### config.mk
export PLATFORM = sky130hd
export DESIGN_NAME = video_signal_monitor
export DESIGN_NICKNAME = d
export VERILOG_FILES = /design/src/rtl/video_std_pkg.sv /design/src/rtl/toggle_sync.sv /design/src/rtl/video_signal_monitor.sv
export SDC_FILE = /design/constraint.sdc
export NUM_CORES = 1
export LEC_CHECK = 0
export CORE_MARGIN = 2
export CORE_UTILIZATION = 50
export DETAILED_ROUTE_END_ITERATION = 10
export GPL_TIMING_DRIVEN = 0
export PLACE_DENSITY = 0.75
export RECOVER_POWER = 100
export SLEW_MARGIN = 5
export SYNTH_ARGS = -nofsm -noshare
export SYNTH_HDL_FRONTEND = slang
export SYNTH_SLANG_ARGS = --single-unit
### constraint.sdc
create_clock -name sys_clk -period 4.6 [get_ports sys_clk]
set_clock_uncertainty 0.05 [all_clocks]
set_input_delay 1.38 -clock sys_clk [delete_from_list [all_inputs] [get_ports sys_clk]]
set_output_delay 1.38 -clock sys_clk [all_outputs]
set_load 0.05 [all_outputs]
### src/rtl/video_std_pkg.sv
// Shared types and default timing windows for the composite-video monitor.
// Contents:
//   video_std_t     - detected standard reported on std_out
//   monitor_state_t - lock state machine states
//   DEF_*           - default field-period windows in 50 MHz sys_clk cycles
//   classify_field  - maps a measured field period onto a standard
package video_std_pkg;

    typedef enum logic [1:0] {
        STD_NONE = 2'd0,
        STD_NTSC = 2'd1,
        STD_PAL  = 2'd2
    } video_std_t;

    typedef enum logic [1:0] {
        NO_SIGNAL,
        ACQUIRE,
        LOCKED
    } monitor_state_t;

    localparam int unsigned DEF_NTSC_MIN    = 820_000;
    localparam int unsigned DEF_NTSC_MAX    = 850_000;
    localparam int unsigned DEF_PAL_MIN     = 985_000;
    localparam int unsigned DEF_PAL_MAX     = 1_015_000;
    localparam int unsigned DEF_LOCK_FIELDS = 4;
    localparam int unsigned DEF_MISS_LIMIT  = 2;
    localparam int unsigned DEF_TIMEOUT     = 2_000_000;

    // Window bounds are inclusive; anything outside both windows is STD_NONE (a bad field).
    function automatic video_std_t classify_field(
        input logic [20:0] period,
        input logic [20:0] ntsc_min,
        input logic [20:0] ntsc_max,
        input logic [20:0] pal_min,
        input logic [20:0] pal_max
    );
        if (period >= ntsc_min && period <= ntsc_max) begin
            return STD_NTSC;
        end
        if (period >= pal_min && period <= pal_max) begin
            return STD_PAL;
        end
        return STD_NONE;
    endfunction

endpackage

### src/rtl/toggle_sync.sv
// Carries a toggle-encoded event from the clk_pixel domain into sys_clk.
// Ports:
//   sys_clk   in  system clock
//   sys_rst   in  asynchronous active-high reset
//   toggle_in in  level that flips once per source event
//   pulse     out one-cycle pulse per flip, 3 sys_clk after the flip
module toggle_sync (
    input  logic sys_clk,
    input  logic sys_rst,
    input  logic toggle_in,
    output logic pulse
);

    logic sync1;
    logic sync2;
    logic edge_q;

    // sync1/sync2 resolve metastability, edge_q holds the previous settled level;
    // the xor of the last two is registered so the event leaves on a flop.
    always_ff @(posedge sys_clk or posedge sys_rst) begin
        if (sys_rst) begin
            sync1  <= 1'b0;
            sync2  <= 1'b0;
            edge_q <= 1'b0;
            pulse  <= 1'b0;
        end else begin
            sync1  <= toggle_in;
            sync2  <= sync1;
            edge_q <= sync2;
            pulse  <= sync2 ^ edge_q;
        end
    end

endmodule

### src/rtl/video_signal_monitor.sv
// Measures composite-video field timing and reports lock and NTSC/PAL standard.
// Ports:
//   sys_clk      in   50 MHz system clock
//   sys_rst      in   asynchronous active-high reset
//   hsync_toggle in   flips once per h sync pulse (clk_pixel domain)
//   vsync_toggle in   flips once per v sync pulse (clk_pixel domain)
//   video_locked out  stable standard detected
//   std_out      out  video_std_t of the locked standard, STD_NONE otherwise
//   field_period out  last measured field period in sys_clk cycles (saturating)
//   line_count   out  h events in the last field (saturating at 1023)
//   status_valid out  one-cycle pulse when field_period/line_count update
module video_signal_monitor
    import video_std_pkg::*;
#(
    parameter int unsigned NTSC_MIN    = DEF_NTSC_MIN,
    parameter int unsigned NTSC_MAX    = DEF_NTSC_MAX,
    parameter int unsigned PAL_MIN     = DEF_PAL_MIN,
    parameter int unsigned PAL_MAX     = DEF_PAL_MAX,
    parameter int unsigned LOCK_FIELDS = DEF_LOCK_FIELDS,
    parameter int unsigned MISS_LIMIT  = DEF_MISS_LIMIT,
    parameter int unsigned TIMEOUT     = DEF_TIMEOUT
) (
    input  logic        sys_clk,
    input  logic        sys_rst,
    input  logic        hsync_toggle,
    input  logic        vsync_toggle,
    output logic        video_locked,
    output logic [1:0]  std_out,
    output logic [20:0] field_period,
    output logic [9:0]  line_count,
    output logic        status_valid
);

    localparam logic [20:0] NTSC_MIN_P = 21'(NTSC_MIN);
    localparam logic [20:0] NTSC_MAX_P = 21'(NTSC_MAX);
    localparam logic [20:0] PAL_MIN_P  = 21'(PAL_MIN);
    localparam logic [20:0] PAL_MAX_P  = 21'(PAL_MAX);
    localparam logic [20:0] TIMEOUT_P  = 21'(TIMEOUT);
    localparam logic [7:0]  LOCK_P     = 8'(LOCK_FIELDS);
    localparam logic [7:0]  MISS_P     = 8'(MISS_LIMIT);

    logic h_ev;
    logic v_ev;

    toggle_sync u_h_sync (
        .sys_clk   (sys_clk),
        .sys_rst   (sys_rst),
        .toggle_in (hsync_toggle),
        .pulse     (h_ev)
    );

    toggle_sync u_v_sync (
        .sys_clk   (sys_clk),
        .sys_rst   (sys_rst),
        .toggle_in (vsync_toggle),
        .pulse     (v_ev)
    );

    monitor_state_t state_q, state_d;
    video_std_t     cand_q, cand_d;
    video_std_t     std_q, std_d;
    logic [7:0]     match_q, match_d;
    logic [7:0]     miss_q, miss_d;
    logic           locked_q, locked_d;
    logic [20:0]    period_cnt_q, period_cnt_d;
    logic [9:0]     line_cnt_q, line_cnt_d;
    logic [20:0]    field_period_q, field_period_d;
    logic [9:0]     line_count_q, line_count_d;
    logic           valid_q, valid_d;

    video_std_t     cls;
    logic [9:0]     h_sum;
    logic [7:0]     match_inc;
    logic [7:0]     miss_inc;
    logic           timeout;

    always_ff @(posedge sys_clk or posedge sys_rst) begin
        if (sys_rst) begin
            state_q        <= NO_SIGNAL;
            cand_q         <= STD_NONE;
            std_q          <= STD_NONE;
            match_q        <= '0;
            miss_q         <= '0;
            locked_q       <= 1'b0;
            period_cnt_q   <= '0;
            line_cnt_q     <= '0;
            field_period_q <= '0;
            line_count_q   <= '0;
            valid_q        <= 1'b0;
        end else begin
            state_q        <= state_d;
            cand_q         <= cand_d;
            std_q          <= std_d;
            match_q        <= match_d;
            miss_q         <= miss_d;
            locked_q       <= locked_d;
            period_cnt_q   <= period_cnt_d;
            line_cnt_q     <= line_cnt_d;
            field_period_q <= field_period_d;
            line_count_q   <= line_count_d;
            valid_q        <= valid_d;
        end
    end

    always_comb begin
        state_d        = state_q;
        cand_d         = cand_q;
        std_d          = std_q;
        match_d        = match_q;
        miss_d         = miss_q;
        locked_d       = locked_q;
        field_period_d = field_period_q;
        line_count_d   = line_count_q;
        valid_d        = 1'b0;

        period_cnt_d = (period_cnt_q == '1) ? period_cnt_q : period_cnt_q + 21'd1;
        // An h event coinciding with the v event belongs to the field that is ending.
        h_sum        = (h_ev && line_cnt_q != '1) ? line_cnt_q + 10'd1 : line_cnt_q;
        line_cnt_d   = h_sum;

        cls       = classify_field(period_cnt_q, NTSC_MIN_P, NTSC_MAX_P, PAL_MIN_P, PAL_MAX_P);
        match_inc = (cls == cand_q) ? match_q + 8'd1 : 8'd1;
        miss_inc  = miss_q + 8'd1;
        timeout   = (period_cnt_q >= TIMEOUT_P);

        if (timeout) begin
            // Counters restart so a fresh v event is not masked by a stale timeout.
            state_d        = NO_SIGNAL;
            cand_d         = STD_NONE;
            std_d          = STD_NONE;
            match_d        = '0;
            miss_d         = '0;
            locked_d       = 1'b0;
            field_period_d = '1;
            line_count_d   = '0;
            period_cnt_d   = '0;
            line_cnt_d     = '0;
        end else if (v_ev) begin
            period_cnt_d = 21'd1;
            line_cnt_d   = '0;
            if (state_q != NO_SIGNAL) begin
                valid_d        = 1'b1;
                field_period_d = period_cnt_q;
                line_count_d   = h_sum;
            end
            case (state_q)
                NO_SIGNAL: begin
                    state_d = ACQUIRE;
                    cand_d  = STD_NONE;
                    match_d = '0;
                    miss_d  = '0;
                end
                ACQUIRE: begin
                    if (cls == STD_NONE) begin
                        cand_d  = STD_NONE;
                        match_d = '0;
                    end else begin
                        cand_d  = cls;
                        match_d = match_inc;
                        if (match_inc >= LOCK_P) begin
                            state_d  = LOCKED;
                            locked_d = 1'b1;
                            std_d    = cls;
                            miss_d   = '0;
                        end
                    end
                end
                LOCKED: begin
                    if (cls == std_q) begin
                        miss_d = '0;
                    end else if (miss_inc >= MISS_P) begin
                        state_d  = ACQUIRE;
                        locked_d = 1'b0;
                        std_d    = STD_NONE;
                        cand_d   = STD_NONE;
                        match_d  = '0;
                        miss_d   = '0;
                    end else begin
                        miss_d = miss_inc;
                    end
                end
                default: begin
                    state_d = NO_SIGNAL;
                end
            endcase
        end
    end

    assign video_locked = locked_q;
    assign std_out      = std_q;
    assign field_period = field_period_q;
    assign line_count   = line_count_q;
    assign status_valid = valid_q;

endmodule

After elaboration in Yosys (flattened, before gate mapping)
Index checks and enable logic that the tools add are counted.
- add/subtract/negate cells: 4
- multiply operators: 0
- div/mod/pow operators: 0
- $lt $le $gt $ge: 7
- equality and inequality tests: 11
- shift-type cells: 0
- mux-type cells: 61
- bitwise operators: 2
- reductions and logical operators: 15
- operators by type and width (kind ; count):
    $mux W21 ; 6
    $mux W8 ; 12
    $mux W10 ; 6
    $pmux W8 S3 ; 2
    $ge A21 B20 Y1 const B ; 2
    $le A21 B20 Y1 const B ; 2
    $mux W2 ; 19
    $add A21 B1 Y21 const B ; 1
    $eq A21 B21 Y1 const B ; 1
    $ge A21 B21 Y1 const B ; 1
    $add A8 B1 Y8 const B ; 2
    $mux W1 ; 12
    $ne A3 B3 Y1 const B ; 4
    $pmux W2 S3 ; 2
    $add A10 B1 Y10 const B ; 1
    $ne A10 B10 Y1 const B ; 1
    $ge A8 B2 Y1 const B ; 1
    $ge A8 B3 Y1 const B ; 1
    $reduce_and A4 Y1 ; 2
    $reduce_and A6 Y1 ; 1
    $reduce_bool A2 Y1 ; 3
    $reduce_and A5 Y1 ; 1
    $eq A2 B2 Y1 ; 2
    $logic_not A2 Y1 ; 2
    other kinds (10) ; 13
- register bits after elaboration: 94
- latch bits: 0
- bits in writable memories: 0
- ROM bits: 0
- output and inout port bits: 35
- logic and storage cells: 119
- memories kept: 0

Depth between registers and ports, before layout
Gate-level depths: netlist (run 1).
- word-level depth: 14
- mapped depth: 11
- depth with buffers taken out: 10

Modules after synthesis
Synthesis (run 1) repeated with hierarchy kept, for this count alone.
- cells, all modules: 477
- area total of the unflattened synthesis: 4714.5 µm²
- modules (own cells, without submodules) (module ; times used ; cells an instance ; area each (µm²) ; seq. area each (µm²)):
    video_signal_monitor ; 1 ; 465 ; 4489.3 ; 2152.1
    toggle_sync ; 2 ; 6 ; 112.6 ; 100.1

Worst setup path before layout (run 1)
Ideal clock, no wire load.
- path type: reg-to-reg
- start point: register period_cnt_q[12]
- end point: register state_q[0]
- library setup time: 0.120 ns
- arrival: 2.619 ns
- data required time: 4.430 ns
- setup slack: 1.811 ns
- stages on the path, launching flop included: 11
- path buffers: 2
- period minus slack after synthesis: 2.789 ns
- cells stage by stage: dfrtp_1 buf_2 and4_1 buf_4 nand4_1 or4b_1 o2bb2ai_2 xor2_1 a31o_1 or4_1 o211a_1
- word-level cells in the longest chain between the ends: 11
- ends and longest elaborated chain (item ; RTL line ; RTL):
    from (decl) ; video_signal_monitor.sv:65 ; logic [20:0] period_cnt_q, period_cnt_d;
    from (signal assigned) ; video_signal_monitor.sv:97 ; period_cnt_q <= period_cnt_d;
    $ge A21 B20 Y1 or $le A21 B20 Y1 (tied branches) ; video_std_pkg.sv:40 ; if (period >= pal_min && period <= pal_max) begin
    $logic_and A1 B1 Y1 ; video_std_pkg.sv:40 ;
    $mux W1 (2 in a row) ; video_std_pkg.sv:40 ;
    $mux W2 ; video_std_pkg.sv:43 ; return STD_NONE;
    $mux W2 ; video_std_pkg.sv:40 ;
    $eq A2 B2 Y1 ; video_signal_monitor.sv:122 ; match_inc = (cls == cand_q) ? match_q + 8'd1 : 8'd1;
    $mux W8 ; video_signal_monitor.sv:122 ;
    $ge A8 B3 Y1 ; video_signal_monitor.sv:160 ; if (match_inc >= LOCK_P) begin
    $ne A3 B3 Y1 (no line) ; -- ;
    $reduce_and A5 Y1 (no line) ; -- ;
    to (signal assigned) ; video_signal_monitor.sv:91 ; state_q <= state_d;
    to (decl) ; video_signal_monitor.sv:59 ; monitor_state_t state_q, state_d;
Several ways; a longest one is shown, not always the timed one. The select of a mux whose other input is x is not followed.
A chain may end at the register's enable or synchronous reset.

Worst setup path after layout (run 1)
- start point: register period_cnt_q[11]
- end point: register match_q[2]
- word-level cells in the longest chain between the ends: 12
- ends and longest elaborated chain (item ; RTL line ; RTL):
    $ge A21 B20 Y1 or $le A21 B20 Y1 (tied branches) ; video_std_pkg.sv:40 ;
    $logic_and A1 B1 Y1 ; video_std_pkg.sv:40 ;
    $mux W1 (2 in a row) ; video_std_pkg.sv:40 ;
    $mux W2 ; video_std_pkg.sv:43 ;
    $mux W2 ; video_std_pkg.sv:40 ;
    $eq A2 B2 Y1 ; video_signal_monitor.sv:122 ;
    $mux W8 ; video_signal_monitor.sv:122 ;
    $mux W8 ; video_signal_monitor.sv:154 ; if (cls == STD_NONE) begin
    $pmux W8 S3 ; video_signal_monitor.sv:146 ; case (state_q)
    $mux W8 ; video_signal_monitor.sv:138 ; end else if (v_ev) begin
    $mux W8 ; video_signal_monitor.sv:126 ; if (timeout) begin
    to (signal assigned) ; video_signal_monitor.sv:94 ; match_q <= match_d;
    to (decl) ; video_signal_monitor.sv:62 ; logic [7:0] match_q, match_d;
Several ways; a longest one is shown, not always the timed one. The select of a mux whose other input is x is not followed.

==> parameters.txt, run 1 <==
Parameter                              Value

Status
  Result of the run    complete, but fails checks
  Violations in the final reports    capacitance limit

Synthesis
  Distinct cells, synth    57
  Count of flip-flops with a built-in enable after synthesis    0
  Part of the Yosys area used for sequential elements    0.496
  Flip-flop and latch count after synthesis    94
  Cell area after technology mapping    0.00474 mm^2
  Number of cells produced by synthesis    499
  Ys flop type    sky130_fd_sc_hd__dfrtp_1
  Synthesized net count    513
  Async set-or-reset flop fraction in the synthesized netlist    1.00
  Count of yosys warnings during synthesis    0
  Post-Syn Area per Cell    9.50 um^2

Timing
  Final hold violation count    0
  Max Transition Viols Final    0
  Upper clock frequency limit    0.282 GHz
  Relative slew slack    0.00379
  Sum of negative setup slack    0 ps
  Minimum clock period    3550 ps
  Final cycle utilization of the critical path    0.772
  RSZ-0062 raised after global routing    false
  Final-layout worst hold slack    313 ps
  Setup violations, final    0
  Least-Margin Pin Slew    1490 ps

Critical path
  Kind of critical path    flop to flop
  Startpoint of the most critical register-to-register path    period_cnt_q[11]$_DFFE_PP0P_
  Critical Path Start Type    flop
  Worst flop-to-flop path endpoint    match_q[2]$_DFFE_PP0P_
  Crit path DAT    3760 ps
  Max FO, Critical Path    10
  Capturing element type of the critical path    flop
  Worst R2R Setup Slack    1050 ps
  R2R depth    11
  Endpoint required time on the critical path    4810 ps
  Source of the critical timing path    period_cnt_q[11]$_DFFE_PP0P_

Global routing
  Wire length of the first global-routing pass    17000 um
  Via count of the first global-routing pass    3578
  Sum of overflow across all layers after global routing    0
  Global-route usage over all layers    0.211
  Antenna violations before repair    0
  Largest net degree at the start of global routing    63

Placed design
  RD Place Congestion    0.923
  Quantity of I/O buffers inserted on ports    38
  Post-DP HPWL    7350 um

Route
  Wire length reported by the detailed router    10200 um
  Post-DR vias/cell    5.46
  DRT Pass-1 Iters    4
  Final antenna-violating net count    0
  DRC marker count from the first detailed-route iteration    206
  Post-DR wirelength/cell    14.9 um
  DRC violation count after routing    0
  Total via count in the routed design    3730

Die
  Die extent in y    101 um
  Initial standard-cell utilization of the core    0.513
  Width of the die    101 um
  Row cnt    35
  DIE AREA    0.0103 mm^2
  I/O pin count    39
  Core area    0.00924 mm^2

Cells and area
  Nets@finish    563
  # diodes    0
  Area overhead of the layout relative to synthesis    15.5%
  Area occupied by registers    0.00235 mm^2
  Area occupied by multi-input gates    0.00220 mm^2
  Share of layout cells above drive strength 1    0.0469
  Number of filler cells placed in the layout    798

Hold path
  WHS Path Cells    0
  Type of the worst min-delay path    flop to flop
  Hold wc startpoint    u_v_sync.sync1$_DFF_PP0_
  Endpoint, Worst Hold    u_v_sync.sync2$_DFF_PP0_

Power
  Power density of the placed cells    417 mW/mm^2
  Maximum vdd drop    0.295 mV
  LEAKAGE    2.53 nW

Clock network
  Worst-case clock buffer depth    2
  Clock sink count    94
  Register clock-pin slew on the reported worst setup and hold paths    110 ps
  H-Tree Level Count    3
  CTS Root Cell    sky130_fd_sc_hd__clkbuf_8
  Total of hold buffers inserted after clock tree synthesis    0
  Number of gates resized after cts    0
  CTS tree    built
  CTS buffer count    9
  Setup fix buffers added after clock tree synthesis    0
  Later-pin clock latency in the skew report    380 ps

Flow run
  Number of maximum-capacitance constraint violations    1
## cell usage after synthesis, types with 3 or more instances
cell / n / share of area
sky130_fd_sc_hd__a2111oi_0: 3 / 0.0055
sky130_fd_sc_hd__a211oi_1: 10 / 0.016
sky130_fd_sc_hd__a21o_1: 4 / 0.0063
sky130_fd_sc_hd__a21oi_1: 10 / 0.011
sky130_fd_sc_hd__a22o_1: 5 / 0.0092
sky130_fd_sc_hd__a31oi_1: 5 / 0.0066
sky130_fd_sc_hd__a41o_1: 3 / 0.0063
sky130_fd_sc_hd__and2_1: 10 / 0.013
sky130_fd_sc_hd__and3_1: 9 / 0.012
sky130_fd_sc_hd__and4_1: 9 / 0.017
sky130_fd_sc_hd__buf_1: 3 / 0.0024
sky130_fd_sc_hd__buf_2: 8 / 0.0084
sky130_fd_sc_hd__clkbuf_1: 18 / 0.014
sky130_fd_sc_hd__dfrtp_1: 94 / 0.50
sky130_fd_sc_hd__ha_1: 10 / 0.026
sky130_fd_sc_hd__inv_1: 13 / 0.010
sky130_fd_sc_hd__mux2i_1: 3 / 0.0063
sky130_fd_sc_hd__nand2_1: 72 / 0.057
sky130_fd_sc_hd__nand2b_1: 3 / 0.0040
sky130_fd_sc_hd__nand3_1: 26 / 0.027
sky130_fd_sc_hd__nand3b_1: 3 / 0.0048
sky130_fd_sc_hd__nand4_1: 8 / 0.011
sky130_fd_sc_hd__nor2_1: 66 / 0.052
sky130_fd_sc_hd__nor3_1: 3 / 0.0032
sky130_fd_sc_hd__nor3b_1: 3 / 0.0048
sky130_fd_sc_hd__o211ai_1: 3 / 0.0048
sky130_fd_sc_hd__o21a_1: 4 / 0.0063
sky130_fd_sc_hd__o21ai_0: 6 / 0.0063
sky130_fd_sc_hd__o21ai_1: 6 / 0.0063
sky130_fd_sc_hd__o31ai_1: 5 / 0.0079
sky130_fd_sc_hd__or4_1: 3 / 0.0048
sky130_fd_sc_hd__xnor2_1: 11 / 0.020
sky130_fd_sc_hd__xor2_1: 23 / 0.042
## where the power goes
part | switching, W | internal, W
Sequential | 0.0000550 | 0.000917
Clock | 0.000317 | 0.000206
Combinational | 0.000551 | 0.000237
Total | 0.000923 | 0.00136
## critical path, cell delays in order, from the launching register on
cell	delay, ps
sky130_fd_sc_hd__dfrtp_1	330
sky130_fd_sc_hd__clkbuf_1	300
sky130_fd_sc_hd__and4_1	240
sky130_fd_sc_hd__clkbuf_1	230
sky130_fd_sc_hd__nand4_1	180
sky130_fd_sc_hd__or4b_1	550
sky130_fd_sc_hd__o2bb2ai_1	310
sky130_fd_sc_hd__xor2_1	260
sky130_fd_sc_hd__a41o_1	370
sky130_fd_sc_hd__clkbuf_1	230
sky130_fd_sc_hd__o21a_1	230
sky130_fd_sc_hd__a31o_1	180
## metrics by stage
step	cell area (um^2)	util	power (W)	worst slack [ps]	std cells
5_1_grt	5470	0.592	0.00240	755	683
6_report	5470	0.592	0.00228	1050	683
4_1_cts	5490	0.595	0.00233	1480	683
3_5_place_dp	5310	0.575	0.00181	1500	667
2_1_floorplan	4740	-	0.00156	721	499
3_3_place_gp	5280	0.572	0.00179	-579	666
## placed cells by master (no fill, tap or decap), types with 3 or more instances in the layout
cell type	count
sky130_fd_sc_hd__and3_1	9
sky130_fd_sc_hd__a22o_1	5
sky130_fd_sc_hd__o31ai_1	5
sky130_fd_sc_hd__xor2_1	23
sky130_fd_sc_hd__ha_1	10
sky130_fd_sc_hd__a41o_1	3
sky130_fd_sc_hd__clkbuf_1	25
sky130_fd_sc_hd__or4_1	3
sky130_fd_sc_hd__mux2i_1	3
sky130_fd_sc_hd__and4_1	9
sky130_fd_sc_hd__a21oi_1	11
sky130_fd_sc_hd__dfrtp_1	94
sky130_fd_sc_hd__buf_2	7
sky130_fd_sc_hd__and2_0	5
sky130_fd_sc_hd__nand3b_1	3
sky130_fd_sc_hd__o21a_1	4
sky130_fd_sc_hd__a31oi_1	5
sky130_fd_sc_hd__nand2b_1	3
sky130_fd_sc_hd__nand3_1	26
sky130_fd_sc_hd__nor2_1	66
sky130_fd_sc_hd__o21ai_1	5
sky130_fd_sc_hd__nor3_1	3
sky130_fd_sc_hd__nand4_1	8
sky130_fd_sc_hd__o211ai_1	3
sky130_fd_sc_hd__nor3b_1	3
sky130_fd_sc_hd__xnor2_1	11
sky130_fd_sc_hd__a211oi_1	10
sky130_fd_sc_hd__dlygate4sd3_1	38
sky130_fd_sc_hd__a21o_1	4
sky130_fd_sc_hd__inv_1	12
sky130_fd_sc_hd__and2_1	5
sky130_fd_sc_hd__o21ai_0	7
sky130_fd_sc_hd__nand2_1	72
sky130_fd_sc_hd__clkbuf_8	9
sky130_fd_sc_hd__o311ai_0	3
sky130_fd_sc_hd__a2111oi_0	3
## sequential cells by signal, summed over array words and instances (netlist names), 2 cells and up
| name | count |
|---|---|
| field_period | 21 |
| period_cnt_q | 21 |
| line_cnt_q | 10 |
| line_count | 10 |
| match_q | 8 |
| miss_q | 8 |
| cand_q | 2 |
| state_q | 2 |
| std_out | 2 |
## how the worst max path moves through the flow
stage | endpoint | slack, ps | depth (start not counted)
2_1_floorplan | cand_q[0]$_DFFE_PP0P_ | 720 | 1
3_3_place_gp | field_period[12]$_DFFE_PP0P_ | -580 | 2
3_5_place_dp | period_cnt_q[18]$_DFFE_PP0P_ | 1500 | 10
4_1_cts | match_q[2]$_DFFE_PP0P_ | 1480 | 10
5_1_grt | match_q[3]$_DFFE_PP0P_ | 760 | 11
6_report | match_q[2]$_DFFE_PP0P_ | 1050 | 11
## cell type report
type | instances | area share
clock buffer | 10 | 0.0233
buffer | 31 | 0.0229
inverter | 13 | 0.00914
sequential | 94 | 0.430
clock inverter | 6 | 0.00983
timing repair buffer | 39 | 0.0745
multi-input combinational | 361 | 0.401
tap | 129 | 0.0295
## cells by family (layout without fill, tap and decap cells)
group / after synthesis / in the layout / synth area share
compound gates: 85 / 85 / 0.135
xor+xnor: 34 / 34 / 0.0628
fa+ha+maj: 10 / 10 / 0.0264
buf+inv: 44 / 99 / 0.0385
flops: 94 / 94 / 0.496
mux: 4 / 4 / 0.00871
simple gates: 228 / 228 / 0.233
## routing by layer
layer / track usage / wire length, um / share of wire / up-vias
met2: 0.334 / 4920 / 0.48 / 55
li1: - / - / - / 1841
met1: 0.293 / 4840 / 0.48 / 1826
met3: 0.0324 / 282 / 0.028 / 8
met5: 0 / 0 / 0 / -
met4: 0.0863 / 114 / 0.011 / 0
(Power assumes the default switching activity.)
==> inputs of run 2 (changes only) <==
Settings changed: PLACE_DENSITY 0.75 to 0.78.
Clock period 4.6 ns to 3 ns, I/O delays scaled along.
==> run 2 against run 1 <==
Compared with the run above:
- the run ends with setup timing left
- first-iteration DRC count grew 5.8%
- wire length rose by 8.0%
- die area stayed put
- total power up 57%
- sequential share of layout area decreased by 2.4 points
- largest cell class unchanged
- critical endpoint is now state_q[0]$_DFFE_PP0P_
- register-to-register slack got worse by 1100 ps
==> parameters.txt, run 2 (same netlist as run 1, synthesis figures left out) <==
Parameter                              Value

Status
  Result of the run    complete, but fails checks
  Violations in the final reports    setup timing

Placed design
  Pre-CTS setup slack    -48.7 ps (-1550 ps)
  Post-DP HPWL    7510 um (+2.1%)
  Number of placed instances, taps included    668 (+0.15%)
  Quantity of I/O buffers inserted on ports    38 (unchanged)
  RD Place Congestion    0.932 (+1.0%)

Clock network
  H-Tree Level Count    3 (unchanged)
  Total of hold buffers inserted after clock tree synthesis    0 (unchanged)
  CTS buffer count    9 (unchanged)
  Register clock-pin slew on the reported worst setup and hold paths    100 ps (about the same)
  Later-pin clock latency in the skew report    360 ps (-20 ps)
  Clock sink count    94 (unchanged)
  CTS tree    built
  Worst-case clock buffer depth    2 (unchanged)
  CTS Root Cell    sky130_fd_sc_hd__clkbuf_8

Route
  DRC violation count after routing    0 (unchanged)
  DRC marker count from the first detailed-route iteration    218 (+5.8%)
  Final antenna-violating net count    0 (unchanged)
  Post-DR vias/cell    5.58 (+2.3%)
  Total via count in the routed design    3948 (+5.8%)
  DRT Pass-1 Iters    4 (unchanged)
  Post-DR wirelength/cell    15.5 um (+4.3%)
  Wire length reported by the detailed router    11000 um (+8.0%)

Timing
  Relative slew slack    0.325 (+0.321)
  Setup violations, final    2 (+2)
  Max Transition Viols Final    0 (unchanged)
  Final cycle utilization of the critical path    1.00 (+0.233)
  Final-layout worst hold slack    310 ps (-2.54 ps)
  Final hold violation count    0 (unchanged)
  Final worst-path setup slack    -13.1 ps (-1060 ps)
  Least-Margin Pin Slew    1010 ps (-474 ps)
  Upper clock frequency limit    0.332 GHz (+18%)
  Minimum clock period    3010 ps (-537 ps)
  RSZ-0062 raised after global routing    true

Die
  Row cnt    35 (unchanged)
  Width of the die    101 um (unchanged)
  Die extent in y    101 um (unchanged)
  DIE AREA    0.0103 mm^2 (unchanged)
  Core area    0.00924 mm^2 (unchanged)
  I/O pin count    39 (unchanged)
  Initial standard-cell utilization of the core    0.513 (unchanged)

Critical path
  Top cell family by delay on the critical path    compound AO/OA/AOI/OAI gates
  Capturing element type of the critical path    flop
  Slowest cell on crit path    sky130_fd_sc_hd__or4_1
  Critical Path Start Type    flop
  Biggest cell delay along the critical path    510 ps (-40 ps)
  Critical path cell sequence    clkbuf_4, and4_1, o21ai_0, a2111oi_2, o2bb2ai_4, xor2_2, a31o_2, or4_1, o211a_1
  Worst R2R Setup Slack    -10 ps (-1060 ps)
  Endpoint required time on the critical path    3200 ps (-1610 ps)
  Buf/Inv on CP    1 (-2)
  Kind of critical path    flop to flop
  Max FO, Critical Path    10 (unchanged)
  Crit path DAT    3210 ps (-550 ps)

Global routing
  Global-route usage over all layers    0.215 (+0.00377)
  Sum of overflow across all layers after global routing    0 (unchanged)
  Via count of the first global-routing pass    3731 (+4.3%)
  Largest net degree at the start of global routing    43 (-32%)
  Wire length of the first global-routing pass    17600 um (+3.2%)
  Antenna violations before repair    0 (unchanged)

Cells and area
  Number of filler cells placed in the layout    705 (-12%)
  # diodes    0 (unchanged)
  Top library cells by usage in the layout, fill and taps aside    sky130_fd_sc_hd__dfrtp_1 (89), sky130_fd_sc_hd__nand2_1 (72), sky130_fd_sc_hd__nor2_1 (66), sky130_fd_sc_hd__clkdlybuf4s50_1 (35), sky130_fd_sc_hd__nand3_1 (26)
  Filler-free cell count of the finished design    707 (+3.5%)
  Share of the core filled with cells in the final layout    0.630 (+0.0374)
  Nets@finish    587 (+4.3%)
  Share of layout cells above drive strength 1    0.133 (+0.0863)
  Area overhead of the layout relative to synthesis    22.8%
  Most common library cell in the layout ignoring fill and taps    sky130_fd_sc_hd__dfrtp_1

Power
  LEAKAGE    2.61 nW (+3.4%)
  Power density of the placed cells    615 mW/mm^2 (+47%)
  Maximum vdd drop    0.354 mV (+20%)
  Design Power    0.00358 W (+57%)

Hold path
  Type of the worst min-delay path    flop to flop

Flow run
  Number of maximum-capacitance constraint violations    0 (-1)
==> run 2: cell types whose count changed in the layout (fill, tap and decap cells not counted), sizes merged <==
cell / delta
clkdlybuf4s50: +35
dlygate4sd3: -35
buf: +27
clkbuf: -3
clkinv: -1
clkinvlp: +1
==> run 2: cell type report <==
| cell class | count | area, um^2 | share of cell area |
|---|---|---|---|
| Timing Repair Buffer | 65 | 578 | 0.0993 |
| Buffer | 29 | 154 | 0.0264 |
| Clock inverter | 6 | 55.1 | 0.00946 |
| Tap cell | 129 | 161 | 0.0277 |
| Inverter | 13 | 50.0 | 0.00860 |
| Clock buffer | 10 | 128 | 0.0219 |
| Sequential cell | 94 | 2360 | 0.405 |
| Multi-Input combinational cell | 361 | 2330 | 0.401 |
==> run 2: what timing repair did <==
| action | 4_1_cts | 5_1_grt |
|---|---|---|
| gates cloned | 0 | 0 |
| resized for setup | 2 | 39 |
| setup buffers | 3 | 22 |
| endpoints found under the setup margin | 10 | 28 |
| pin swaps | 1 | 10 |
==> run 2: path summary, 6_finish.rpt <==
check,startpoint,endpoint,cells after the start
setup / recovery,period_cnt_q[8]$_DFFE_PP0P_,state_q[0]$_DFFE_PP0P_,9
hold / removal,u_h_sync.sync1$_DFF_PP0_,u_h_sync.sync2$_DFF_PP0_,0
setup reg to reg,period_cnt_q[8]$_DFFE_PP0P_,state_q[0]$_DFFE_PP0P_,9
hold reg to reg,u_h_sync.sync1$_DFF_PP0_,u_h_sync.sync2$_DFF_PP0_,0
max in group asynchronous,sys_rst,period_cnt_q[4]$_DFFE_PP0P_,3
min in group asynchronous,sys_rst,miss_q[6]$_DFFE_PP0P_,2
==> run 2: report_power, final <==
part | switching (W) | internal [W] | total (W) | leakage, nW
combinational | 0.000855 | 0.000415 | 0.00127 | 1.28
sequential | 0.000110 | 0.00141 | 0.00152 | 1.25
clock | 0.000475 | 0.000318 | 0.000793 | 0.0869
==> run 2: through the flow <==
step                setup TNS [ps]  cell area (um^2)
global route                  -917              5820
CTS                          -27.8              5530
detailed placement            -423              5330
floorplan                        0              4740
global placement                 0              5290
finish                       -23.3              5820
==> run 2: per-layer routing <==
layer,track usage,part of all wire
met5,0,0
met3,0.0380,0.036
met1,0.297,0.46
met4,0.0665,0.022
met2,0.347,0.48
==> inputs of run 3 (changes only) <==
Settings changed: ABC_AREA from default to 1, SYNTH_HIERARCHICAL from default to 1.
==> run 3 against run 2 <==
Compared with the run above:
- the run now ends clean
- critical path depth decreased by 8
- via count increased by 1.4%
- wire length decreased by 6.8%
- cell count increased by 9.6%
- non-clock buffer count decreased by 43
- register-to-register slack improved by 430 ps
- combinational power increased by 10%
==> parameters.txt, run 3 <==
Parameter                              Value

Clock network
  Later-pin clock latency in the skew report    370 ps (about the same)
  Clock sink count    94 (unchanged)
  CTS tree    built
  CTS Root Cell    sky130_fd_sc_hd__clkbuf_8
  Number of gates resized after cts    0 (-2)
  Worst-case clock buffer depth    2 (unchanged)
  Setup fix buffers added after clock tree synthesis    0 (-3)
  H-Tree Level Count    3 (unchanged)
  Register clock-pin slew on the reported worst setup and hold paths    100 ps (about the same)
  CTS buffer count    9 (unchanged)
  Total of hold buffers inserted after clock tree synthesis    0 (unchanged)

Critical path
  Worst flop-to-flop path endpoint    period_cnt_q[19]$_DFFE_PP0P_
  Crit path DAT    1680 ps (-1530 ps)
  Critical Path Start Type    flop
  Slowest cell on crit path    sky130_fd_sc_hd__dlygate4sd3_1
  Biggest cell delay along the critical path    890 ps (+380 ps)
  Startpoint of the most critical register-to-register path    period_cnt_q[0]$_DFFE_PP0P_
  Max FO, Critical Path    4 (-6)
  Critical path cell sequence    dlygate4sd3_1
  Source of the critical timing path    std_out[0]$_DFFE_PP0P_
  R2R depth    10 (+1)
  Capturing element type of the critical path    output port
  Endpoint required time on the critical path    2050 ps (-1150 ps)
  Buf/Inv on CP    1 (unchanged)
  Top cell family by delay on the critical path    buffers and inverters
  Critical path depth    1 (-8)
  Kind of critical path    flop to output port
  Endpoint of the most critical setup path    std_out[0]
  Worst R2R Setup Slack    420 ps (+430 ps)

Synthesis
  Part of the Yosys area used for sequential elements    0.492 (-0.00377)
  Top-count cell post-synth    sky130_fd_sc_hd__nand2_1
  Complex-gate fraction of the synthesized area    0.103 (-0.0322)
  Async set-or-reset flop fraction in the synthesized netlist    1.00 (unchanged)
  Proportion of synthesized area in mux cells    0.00210 (-0.00661)
  Simple-gate share of the synthesized area    0.283 (+0.0504)
  Distinct cells, synth    39 (-32%)
  Count of yosys warnings during synthesis    6 (+6)
  Top cell type's share of synthesized area    0.492 (-0.00377)
  Synthesized net count    604 (+18%)
  Count of flip-flops with a built-in enable after synthesis    0 (unchanged)
  Flip-flop and latch count after synthesis    94 (unchanged)
  Cell area after technology mapping    0.00478 mm^2 (+0.77%)
  Dominant combinational cell family by area after synthesis    simple AND/OR/NAND/NOR gates
  Library cell with the largest summed area after synthesis    sky130_fd_sc_hd__dfrtp_1
  Post-synthesis adder-cell area fraction    0.0262 (-0.000200)
  Number of cells produced by synthesis    590 (+18%)
  Post-Syn Area per Cell    8.10 um^2 (-15%)
  Synth Area in XOR/XNOR    0.0238 (-0.0390)
  Leading cell types by total area after synthesis    sky130_fd_sc_hd__dfrtp_1 (49%), sky130_fd_sc_hd__nand2_1 (10%), sky130_fd_sc_hd__nor2_1 (6.6%)
  Ys flop type    sky130_fd_sc_hd__dfrtp_1
  Synth cell count leaders    sky130_fd_sc_hd__nand2_1 (128), sky130_fd_sc_hd__dfrtp_1 (94), sky130_fd_sc_hd__nor2_1 (84), sky130_fd_sc_hd__inv_1 (66), sky130_fd_sc_hd__o21ai_0 (42)

Timing
  Final worst-path setup slack    372 ps (+385 ps)
  Final hold violation count    0 (unchanged)
  Upper clock frequency limit    0.381 GHz (+15%)
  Max Transition Viols Final    0 (unchanged)
  Least-Margin Pin Slew    1390 ps (+376 ps)
  Relative slew slack    0.0696 (-0.255)
  Setup violations, final    0 (-2)
  RSZ-0062 raised after global routing    false
  Sum of negative setup slack    0 ps (+23.3 ps)
  Minimum clock period    2630 ps (-385 ps)
  Final cycle utilization of the critical path    0.876 (-0.128)

Cells and area
  Top library cells by usage in the layout, fill and taps aside    sky130_fd_sc_hd__nand2_1 (128), sky130_fd_sc_hd__dfrtp_1 (94), sky130_fd_sc_hd__nor2_1 (86), sky130_fd_sc_hd__inv_1 (67), sky130_fd_sc_hd__o21ai_0 (43)
  Area occupied by registers    0.00235 mm^2 (-0.26%)
  # diodes    0 (unchanged)
  Number of filler cells placed in the layout    817 (+16%)
  Area overhead of the layout relative to synthesis    15.7%
  Most common library cell in the layout ignoring fill and taps    sky130_fd_sc_hd__nand2_1
  Share of layout cells above drive strength 1    0.0728 (-0.0605)
  Area occupied by multi-input gates    0.00208 mm^2 (-11%)
  Nets@finish    655 (+12%)

Global routing
  Largest net degree at the start of global routing    35 (-19%)
  Via count of the first global-routing pass    3920 (+5.1%)
  Antenna violations before repair    0 (unchanged)
  Wire length of the first global-routing pass    17600 um (+0.39%)
  Highest-utilization routing layer at the global route stage    met2
  Global routing met2 resource utilization    0.366 (+0.0190)
  Sum of overflow across all layers after global routing    0 (unchanged)
  Global-route usage over all layers    0.215 (about the same)
  Global routing met3 resource utilization    0.0331 (-0.00483)
  Met1 Track Usage GR    0.271 (-0.0260)

Flow run
  Number of maximum-capacitance constraint violations    0 (unchanged)

Die
  DIE AREA    0.0104 mm^2 (+0.73%)
  Row cnt    35 (unchanged)
  Initial standard-cell utilization of the core    0.517 (+0.00393)
  Die extent in y    102 um (+0.36%)
  Width of the die    102 um (+0.36%)
  I/O pin count    39 (unchanged)
  Core area    0.00924 mm^2 (unchanged)

Route
  DRC violation count after routing    0 (unchanged)
  Post-DR wirelength/cell    13.2 um (-15%)
  DRT Pass-1 Iters    4 (unchanged)
  Total via count in the routed design    4005 (+1.4%)
  DRC marker count from the first detailed-route iteration    180 (-17%)
  Wire length reported by the detailed router    10200 um (-6.8%)
  Final antenna-violating net count    0 (unchanged)
  Post-DR vias/cell    5.17 (-7.5%)

Power
  Maximum vdd drop    0.486 mV (+37%)
  LEAKAGE    2.64 nW (+1.2%)
  Power density of the placed cells    689 mW/mm^2 (+12%)

Placed design
  Quantity of I/O buffers inserted on ports    38 (unchanged)
  Pre-CTS setup slack    660 ps (+709 ps)
  Post-DP HPWL    7650 um (+1.9%)
  RD Place Congestion    0.888 (-4.8%)

Hold path
  Type of the worst min-delay path    flop to flop

Status
  Result of the run    finished, final reports clean
==> run 3: how the worst min path moves through the flow <==
stage	end	startpoint	cells after the start	slack (ps)
global route	u_h_sync/sync2$_DFF_PP0_	u_h_sync/sync1$_DFF_PP0_	0	330
detailed placement	u_h_sync/sync2$_DFF_PP0_	u_h_sync/sync1$_DFF_PP0_	0	290
global placement	u_h_sync/sync2$_DFF_PP0_	u_h_sync/sync1$_DFF_PP0_	0	290
finish	u_h_sync/sync2$_DFF_PP0_	u_h_sync/sync1$_DFF_PP0_	0	310
CTS	u_h_sync/sync2$_DFF_PP0_	u_h_sync/sync1$_DFF_PP0_	0	310
floorplan	u_h_sync/sync2$_DFF_PP0_	u_h_sync/sync1$_DFF_PP0_	0	280
==> run 3: area by class of cell <==
type	count	area share
Clock buffer	10	0.0231
Multi-Input combinational cell	412	0.376
Sequential cell	94	0.426
Tap cell	129	0.0292
Clock inverter	6	0.0124
Timing Repair Buffer	40	0.0738
Buffer	11	0.0106
Inverter	73	0.0498
==> run 3: per-stage QoR <==
step | power (W) | cell area (um^2) | instances | utilization | hold WS, ps
after floorplan | 0.00257 | 4780 | 590 | - | 281
after global placement | 0.00300 | 5320 | 757 | 0.576 | 286
after detailed placement | 0.00304 | 5370 | 759 | 0.581 | 288
after CTS | 0.00391 | 5570 | 775 | 0.602 | 311
after global routing | 0.00403 | 5530 | 775 | 0.598 | 333
final | 0.00381 | 5530 | 775 | 0.598 | 308
==> run 3: kinds of logic (layout without fill, tap and decap cells) <==
logic type / count (synthesis) / after routing
and+or+nand+nor: 298 / 298
DFF: 94 / 94
AOI/OAI and AO/OA: 90 / 90
buffers and inverters: 84 / 140
xor gates and xnor gates: 13 / 13
adders and majority gates: 10 / 10
muxes: 1 / 1
==> run 3: routing by layer <==
layer | vias up | wire length, um
met2 | 86 | 5150
met1 | 1909 | 4480
met3 | 18 | 365
met4 | 0 | 228
li1 | 1992 | -
met5 | - | 0
==> run 3: report_power, final <==
part           switching, W  leakage (nW)  internal [W]
logic               0.00100          1.30      0.000399
clock network      0.000477         0.103      0.000395
registers         0.0000955          1.24       0.00144
total               0.00158          2.64       0.00223
